$ cat src/rtl/dsp48a1_slice_pkg.sv
// Shared definitions for the DSP48A1-style slice: OPMODE bit fields,
// X/Z mux encodings, elaboration-time source codes and the post-adder helper.
package dsp48a1_slice_pkg;

  localparam int OP_X_LSB      = 0;
  localparam int OP_Z_LSB      = 2;
  localparam int OP_B1_PREADD  = 4;
  localparam int OP_CARRY      = 5;
  localparam int OP_PREADD_SUB = 6;
  localparam int OP_POST_SUB   = 7;

  typedef enum logic [1:0] {
    X_ZERO = 2'd0,
    X_M    = 2'd1,
    X_P    = 2'd2,
    X_DAB  = 2'd3
  } x_sel_e;

  typedef enum logic [1:0] {
    Z_ZERO = 2'd0,
    Z_PCIN = 2'd1,
    Z_P    = 2'd2,
    Z_C    = 2'd3
  } z_sel_e;

  localparam int B_SRC_DIRECT   = 0;
  localparam int B_SRC_CASCADE  = 1;
  localparam int B_SRC_ZERO     = 2;
  localparam int CY_SRC_OPMODE5 = 0;
  localparam int CY_SRC_CARRYIN = 1;
  localparam int CY_SRC_ZERO    = 2;

  // 49-bit post-adder; bit 48 is the carry when adding and the borrow when subtracting
  function automatic logic [48:0] post_add(input logic sub, input logic [47:0] z,
                                           input logic [47:0] x, input logic cin);
    logic [48:0] xc;
    xc = {1'b0, x} + {48'd0, cin};
    if (sub) begin
      return {1'b0, z} - xc;
    end else begin
      return {1'b0, z} + xc;
    end
  endfunction

endpackage

$ cat src/rtl/dsp48a1_slice_reg_stage.sv
// One optional pipeline stage: a synchronous-reset, clock-enabled register
// when EN=1, a plain wire when EN=0.
module dsp_reg_stage #(
  parameter int WIDTH = 18,
  parameter bit EN    = 1'b1
) (
  input  logic             CLK,
  input  logic             RST,
  input  logic             CE,
  input  logic [WIDTH-1:0] D,
  output logic [WIDTH-1:0] Q
);

  if (EN) begin : g_reg
    logic [WIDTH-1:0] q_q;

    // Stage register: reset wins over clock enable, CE low holds
    always_ff @(posedge CLK) begin
      if (RST) begin
        q_q <= {WIDTH{1'b0}};
      end else if (CE) begin
        q_q <= D;
      end
    end

    assign Q = q_q;
  end else begin : g_bypass
    logic unused_ctrl_s;
    assign unused_ctrl_s = CLK ^ RST ^ CE;
    assign Q = D;
  end

endmodule

$ cat src/rtl/dsp48a1_slice.sv
// Spartan-6-style DSP slice: D+/-B pre-adder, 18x18 unsigned multiplier and
// 48-bit post-adder/accumulator with per-stage optional registers.
module dsp48a1_slice
  import dsp48a1_slice_pkg::*;
#(
  parameter int    A0REG       = 0,
  parameter int    A1REG       = 1,
  parameter int    B0REG       = 0,
  parameter int    B1REG       = 1,
  parameter int    CREG        = 1,
  parameter int    DREG        = 1,
  parameter int    MREG        = 1,
  parameter int    PREG        = 1,
  parameter int    CARRYINREG  = 1,
  parameter int    CARRYOUTREG = 1,
  parameter int    OPMODEREG   = 1,
  parameter string CARRYINSEL  = "OPMODE5",
  parameter string B_INPUT     = "DIRECT",
  parameter string RSTTYPE     = "SYNC"
) (
  input  logic        CLK,
  input  logic        RSTA,
  input  logic        RSTB,
  input  logic        RSTC,
  input  logic        RSTD,
  input  logic        RSTM,
  input  logic        RSTP,
  input  logic        RSTCARRYIN,
  input  logic        RSTOPMODE,
  input  logic        CEA,
  input  logic        CEB,
  input  logic        CEC,
  input  logic        CED,
  input  logic        CEM,
  input  logic        CEP,
  input  logic        CECARRYIN,
  input  logic        CEOPMODE,
  input  logic [17:0] A,
  input  logic [17:0] B,
  input  logic [17:0] D,
  input  logic [47:0] C,
  input  logic [17:0] BCIN,
  input  logic [47:0] PCIN,
  input  logic        CARRYIN,
  input  logic [7:0]  OPMODE,
  output logic [35:0] M,
  output logic [47:0] P,
  output logic        CARRYOUT,
  output logic        CARRYOUTF,
  output logic [17:0] BCOUT,
  output logic [47:0] PCOUT
);

  if (RSTTYPE != "SYNC") begin : g_rsttype_check
    $error("dsp48a1_slice: only RSTTYPE \"SYNC\" is implemented");
  end

  localparam int B_SRC  = (B_INPUT == "DIRECT")     ? B_SRC_DIRECT :
                          (B_INPUT == "CASCADE")    ? B_SRC_CASCADE : B_SRC_ZERO;
  localparam int CY_SRC = (CARRYINSEL == "OPMODE5") ? CY_SRC_OPMODE5 :
                          (CARRYINSEL == "CARRYIN") ? CY_SRC_CARRYIN : CY_SRC_ZERO;

  logic [7:0]  opmode_q;
  logic [17:0] a0_q, a1_q, b0_d, b0_q, b1_d, b1_q, d_q, preadd_s;
  logic [35:0] m_d, m_q;
  logic [47:0] c_q, p_q, x_s, z_s;
  logic [48:0] post_s;
  logic        cyi_d, cyi_q, cyo_q;
  x_sel_e      x_sel_s;
  z_sel_e      z_sel_s;

  dsp_reg_stage #(.WIDTH(8), .EN(OPMODEREG != 0)) u_opmode (
    .CLK(CLK), .RST(RSTOPMODE), .CE(CEOPMODE), .D(OPMODE), .Q(opmode_q));

  // B operand source is fixed at elaboration
  always_comb begin
    b0_d = 18'd0;
    case (B_SRC)
      B_SRC_DIRECT:  b0_d = B;
      B_SRC_CASCADE: b0_d = BCIN;
      default:       b0_d = 18'd0;
    endcase
  end

  dsp_reg_stage #(.WIDTH(18), .EN(B0REG != 0)) u_b0 (
    .CLK(CLK), .RST(RSTB), .CE(CEB), .D(b0_d), .Q(b0_q));
  dsp_reg_stage #(.WIDTH(18), .EN(DREG != 0)) u_d (
    .CLK(CLK), .RST(RSTD), .CE(CED), .D(D), .Q(d_q));

  // Pre-adder wraps at 18 bits; OPMODE[4] decides whether it feeds B1
  always_comb begin
    preadd_s = 18'd0;
    b1_d     = 18'd0;
    if (opmode_q[OP_PREADD_SUB]) begin
      preadd_s = d_q - b0_q;
    end else begin
      preadd_s = d_q + b0_q;
    end
    if (opmode_q[OP_B1_PREADD]) begin
      b1_d = preadd_s;
    end else begin
      b1_d = b0_q;
    end
  end

  dsp_reg_stage #(.WIDTH(18), .EN(B1REG != 0)) u_b1 (
    .CLK(CLK), .RST(RSTB), .CE(CEB), .D(b1_d), .Q(b1_q));
  dsp_reg_stage #(.WIDTH(18), .EN(A0REG != 0)) u_a0 (
    .CLK(CLK), .RST(RSTA), .CE(CEA), .D(A), .Q(a0_q));
  dsp_reg_stage #(.WIDTH(18), .EN(A1REG != 0)) u_a1 (
    .CLK(CLK), .RST(RSTA), .CE(CEA), .D(a0_q), .Q(a1_q));

  assign m_d = {18'd0, a1_q} * {18'd0, b1_q};

  dsp_reg_stage #(.WIDTH(36), .EN(MREG != 0)) u_m (
    .CLK(CLK), .RST(RSTM), .CE(CEM), .D(m_d), .Q(m_q));
  dsp_reg_stage #(.WIDTH(48), .EN(CREG != 0)) u_c (
    .CLK(CLK), .RST(RSTC), .CE(CEC), .D(C), .Q(c_q));

  // Carry-in source; the OPMODE5 option follows the registered OPMODE
  always_comb begin
    cyi_d = 1'b0;
    case (CY_SRC)
      CY_SRC_OPMODE5: cyi_d = opmode_q[OP_CARRY];
      CY_SRC_CARRYIN: cyi_d = CARRYIN;
      default:        cyi_d = 1'b0;
    endcase
  end

  dsp_reg_stage #(.WIDTH(1), .EN(CARRYINREG != 0)) u_cyi (
    .CLK(CLK), .RST(RSTCARRYIN), .CE(CECARRYIN), .D(cyi_d), .Q(cyi_q));

  assign x_sel_s = x_sel_e'(opmode_q[OP_X_LSB +: 2]);
  assign z_sel_s = z_sel_e'(opmode_q[OP_Z_LSB +: 2]);

  // X and Z post-adder operand muxes; P feedback always taps the P stage output
  always_comb begin
    x_s = 48'd0;
    z_s = 48'd0;
    case (x_sel_s)
      X_ZERO:  x_s = 48'd0;
      X_M:     x_s = {12'd0, m_q};
      X_P:     x_s = p_q;
      X_DAB:   x_s = {d_q[11:0], a1_q, b1_q};
      default: x_s = 48'd0;
    endcase
    case (z_sel_s)
      Z_ZERO:  z_s = 48'd0;
      Z_PCIN:  z_s = PCIN;
      Z_P:     z_s = p_q;
      Z_C:     z_s = c_q;
      default: z_s = 48'd0;
    endcase
  end

  assign post_s = post_add(opmode_q[OP_POST_SUB], z_s, x_s, cyi_q);

  dsp_reg_stage #(.WIDTH(48), .EN(PREG != 0)) u_p (
    .CLK(CLK), .RST(RSTP), .CE(CEP), .D(post_s[47:0]), .Q(p_q));
  dsp_reg_stage #(.WIDTH(1), .EN(CARRYOUTREG != 0)) u_cyo (
    .CLK(CLK), .RST(RSTCARRYIN), .CE(CECARRYIN), .D(post_s[48]), .Q(cyo_q));

  assign M         = m_q;
  assign P         = p_q;
  assign PCOUT     = p_q;
  assign BCOUT     = b1_q;
  assign CARRYOUT  = cyo_q;
  assign CARRYOUTF = cyo_q;

endmodule

$ cat config.mk
export PLATFORM = sky130hd
export DESIGN_NAME = dsp48a1_slice
export DESIGN_NICKNAME = d
export VERILOG_FILES = /design/src/rtl/dsp48a1_slice_pkg.sv /design/src/rtl/dsp48a1_slice_reg_stage.sv /design/src/rtl/dsp48a1_slice.sv
export SDC_FILE = /design/constraint.sdc
export NUM_CORES = 1
export LEC_CHECK = 0
export CELL_PAD_IN_SITES_DETAIL_PLACEMENT = 0
export CELL_PAD_IN_SITES_GLOBAL_PLACEMENT = 1
export CORE_MARGIN = 2
export CORE_UTILIZATION = 40
export CTS_BUF_LIST = sky130_fd_sc_hd__clkbuf_4
export CTS_CLUSTER_DIAMETER = 80
export DETAILED_ROUTE_END_ITERATION = 12
export PLACE_DENSITY_LB_ADDON = 0.1
export RECOVER_POWER = 50
export SYNTH_ARGS = -nofsm -noshare
export SYNTH_HDL_FRONTEND = slang
export SYNTH_HIERARCHICAL = 1
export SYNTH_SLANG_ARGS = --single-unit
$ cat constraint.sdc
create_clock -name CLK -period 7.9 [get_ports CLK]
set_input_delay 2.37 -clock CLK [delete_from_list [all_inputs] [get_ports CLK]]
set_output_delay 2.37 -clock CLK [all_outputs]
set_load 0.01 [all_outputs]
==> results.yml <==
run_status:
  status: "finished, violations left"
  violations: "capacitance limit, slew limit"
global_routing:
  antenna_found_initial: 2
  grt_pass1_wl_um: 130000
  first_global_vias: 22345
  grt_usage_pct: 25.5
  grt_overflow: 0
  grt_max_degree: 49
clock_tree:
  clk_path_buf_depth: 2
  holdBufCountCts: 0
  cts.htree.levels: 4
  clk_latency_ns: 0.85
  root_buffer: "clkbuf_4"
  clkSinkCount: 196
  clk_pin_slew_ns: 0.20
  cts_buffers: 17
  cts_tree: "built"
placed_design:
  port_buffers: 326
  gp_congestion: 0.946
  dp_hpwl_um: 68900
timing:
  setup_tns_ns: 0
  fin_crit_sh_pct: 94.6
  slew_headroom_pct: -135
  tightest_slew_ns: 3.52
  whs_ns: 0.519
  fin_skew_ns: 0.0409
  hold_viol_final: 0
  max_clock_freq_mhz: 134
  period_needed_ns: 7.48
  setup_violations: 0
  drv_slew: 49
  rsz0062_at_grt: "false"
floorplanning:
  die_h_um: 259
  io_pins: 346
  die-area_um2: 67300
  row_count: 93
  initial_utilization_pct: 40.5
  coreArea_um2: 64500
  die_w_um: 259
layout:
  multi_input_area_um2: 19300
  syn_to_final_growth_pct: 15.5
  post-route-util_pct: 46.8
  final_nets: 3882
  drive_gt1_share_pct: 8.39
  regArea_um2: 3940
  fillers: 6354
drt:
  dr.pass1.iters: 8
  drt_iter0_drc: 1249
  wl_per_cell_um: 20.6
  finalWirelength_um: 85200
  drc: 0
  antenna_left: 0
  dr_total_vias: 21732
  via_per_inst: 5.26
setup_path:
  r2r_end: "u_p/Q[45]"
  crit_path_end_kind: "flop"
  ff2ff_path_depth: 32
  worstReg2RegStart: "u_opmode/Q[1]"
  cp-start-kind: "flop"
  cp_data_arrival_time_ns: 8.26
  crit_slowest_cell: "or4_1"
  required_ns: 8.68
  r2r_setup_slack_ns: 0.42
  path_buf_inv: 2
  cp_max_fo: 8
  crit_family: "simple AND/OR/NAND/NOR gates"
  critPathMaxStageDelay_ns: 0.57
  criticalPathCategory: "reg2reg"
synthesis:
  synth_seq_area_share_pct: 15.0
  synthFlopType: "dfxtp_1"
  ys_types: 79
  syn_area_um2: 26100
  synth-seq-cells: 196
  synth_edf_count: 0
  syn_avg_cell_area_um2: 8.61
  syn_nets: 3663
  postSynthCellCount: 3032
  yosys_warnings: 6
  async_flop_share_pct: 0
min_path:
  holdPathStages: 2
  hp-class: "reg2reg"
  whs_endpoint: "u_c/Q[3]"
  hp-start: "u_c/Q[3]"
pwr:
  peakVddDrop_uv: 118
  p_per_area_nw_per_um2: 161
  total_power_mw: 4.86
  leakage_nw: 14.0
flow_run:
  cap_violations: 1
==> flip-flops by register name, summed over array words and instances, names as in the netlist, 8 cells and up <==
signal and cells:
u_b1/Q 18, u_m/Q 36, u_d/Q 18, u_p/Q 48, u_opmode/Q 8, u_a1/Q 18
u_c/Q 48
==> stage by stage <==
step                      worst slack [ns]  cells  cell area, µm²
final                                0.423   4131           30100
after global routing               0.00270   4127           30100
after CTS                           0.0779   4117           30100
after detailed placement             0.183   4085           29800
after global placement               0.222   4085           29800
after floorplan                      0.114   3032           26100
==> Yosys cell counts (8+ instances only) <==
cell type	n	area [µm²]
nor4_1	17	106
xnor2_1	130	1140
buf_2	22	110
and2_1	120	751
ha_1	179	2240
mux2i_1	226	2260
buf_6	10	113
buf_1	14	52.6
o2bb2ai_1	10	87.6
nor2b_1	17	106
a21o_1	38	285
o21bai_1	9	67.6
a21oi_1	118	591
mux2_2	85	957
xor2_1	63	552
and4_1	8	70.1
fa_1	258	5160
buf_4	90	676
nor2_1	301	1130
nand4_1	21	131
a22o_1	52	455
inv_1	352	1320
and3_1	16	100
a22oi_1	18	135
clkbuf_1	95	357
nor3_1	31	155
o21a_1	17	128
a41oi_1	9	78.8
nand3_1	28	140
or3_1	17	106
buf_12	12	240
dfxtp_1	196	3920
o21ai_0	48	240
nand2b_1	13	81.3
nand2_1	275	1030
a31oi_1	18	113
==> timing repair <==
action	in CTS	in global routing
gates resized for setup	0	10
setup buffers	0	2
endpoints found under the setup margin	0	11
==> placed cells by master, fill, tap and decap left out, types with 12 or more instances in the layout <==
master           synthesis  final
nor3_1                  31     30
o21a_1                  17     17
o21ai_0                 48     48
mux2i_1                226    226
nand2b_1                13     13
dfxtp_1                196    189
clkdlybuf4s50_1          0    250
a22oi_1                 18     18
inv_1                  352    352
a31oi_1                 18     18
or3_1                   17     17
buf_4                   90    116
a21oi_1                118    118
xnor2_1                130    130
nand3_1                 28     28
ha_1                   179    179
clkbuf_4                 0     17
diode_2                  0     12
nor2_1                 301    300
and3_1                  16     16
nand2_1                275    275
a21o_1                  38     38
and2_1                 120    120
dlygate4sd3_1            0     71
nor2b_1                 17     16
mux2_2                  85     85
nand4_1                 21     21
fa_1                   258    258
nor4_1                  17     17
xor2_1                  63     63
a22o_1                  52     52
==> worst register-to-register path: cells and delay by family (launching register included) <==
kind	cells	cell delay (ns)
xor gates and xnor gates	3	0.57
buffers and inverters	2	0.24
AOI/OAI and AO/OA	12	2.59
and+or+nand+nor	11	2.77
adders and majority gates	3	0.76
muxes	1	0.09
DFF	1	0.45
==> layout make-up <==
class | instances | share of cell area (%)
antenna | 12 | 0.0996
clock inverter | 15 | 0.589
timing repair buffer | 447 | 13.9
clock buffer | 17 | 0.423
multi-input combinational | 2237 | 64.0
sequential | 196 | 13.1
tap | 855 | 3.55
inverter | 352 | 4.38
==> where the power goes <==
group	total (mW)	internal [mW]	switching (mW)
combinational	2.85	1.33	1.51
sequential	1.39	1.12	0.263
clock	0.630	0.150	0.480
total	4.86	2.61	2.26
==> worst max path at each step <==
stage | startpoint | end | slack, ns | cells past startpoint
2_1_floorplan | u_opmode/Q[1] | u_p/Q[45] | 0.11 | 36
3_3_place_gp | u_opmode/Q[1] | u_p/Q[45] | 0.22 | 31
3_5_place_dp | u_opmode/Q[1] | u_p/Q[45] | 0.18 | 31
4_1_cts | u_opmode/Q[1] | u_p/Q[45] | 0.08 | 31
5_1_grt | u_b1/Q[6] | u_m/Q[35] | 0.003 | 27
6_report | u_opmode/Q[1] | u_p/Q[45] | 0.42 | 32
==> kinds of logic after synthesis <==
family	Yosys count	synth area share, %
buffers and inverters	599	11.1
xor gates and xnor gates	194	6.54
muxes	311	12.3
DFF	196	15.0
and+or+nand+nor	900	16.4
AOI/OAI and AO/OA	395	10.2
adders and majority gates	437	28.4
==> per-layer routing <==
layer / share of wire [%] / track usage (%) / up-vias
met4: 3.4 / 9.23 / 0
met2: 48 / 43.2 / 588
met5: 0 / 0 / -
met1: 43 / 31.8 / 10640
li1: - / - / 10382
met3: 6.1 / 5.73 / 122
Note: power is estimated with default switching activity, not from simulation.
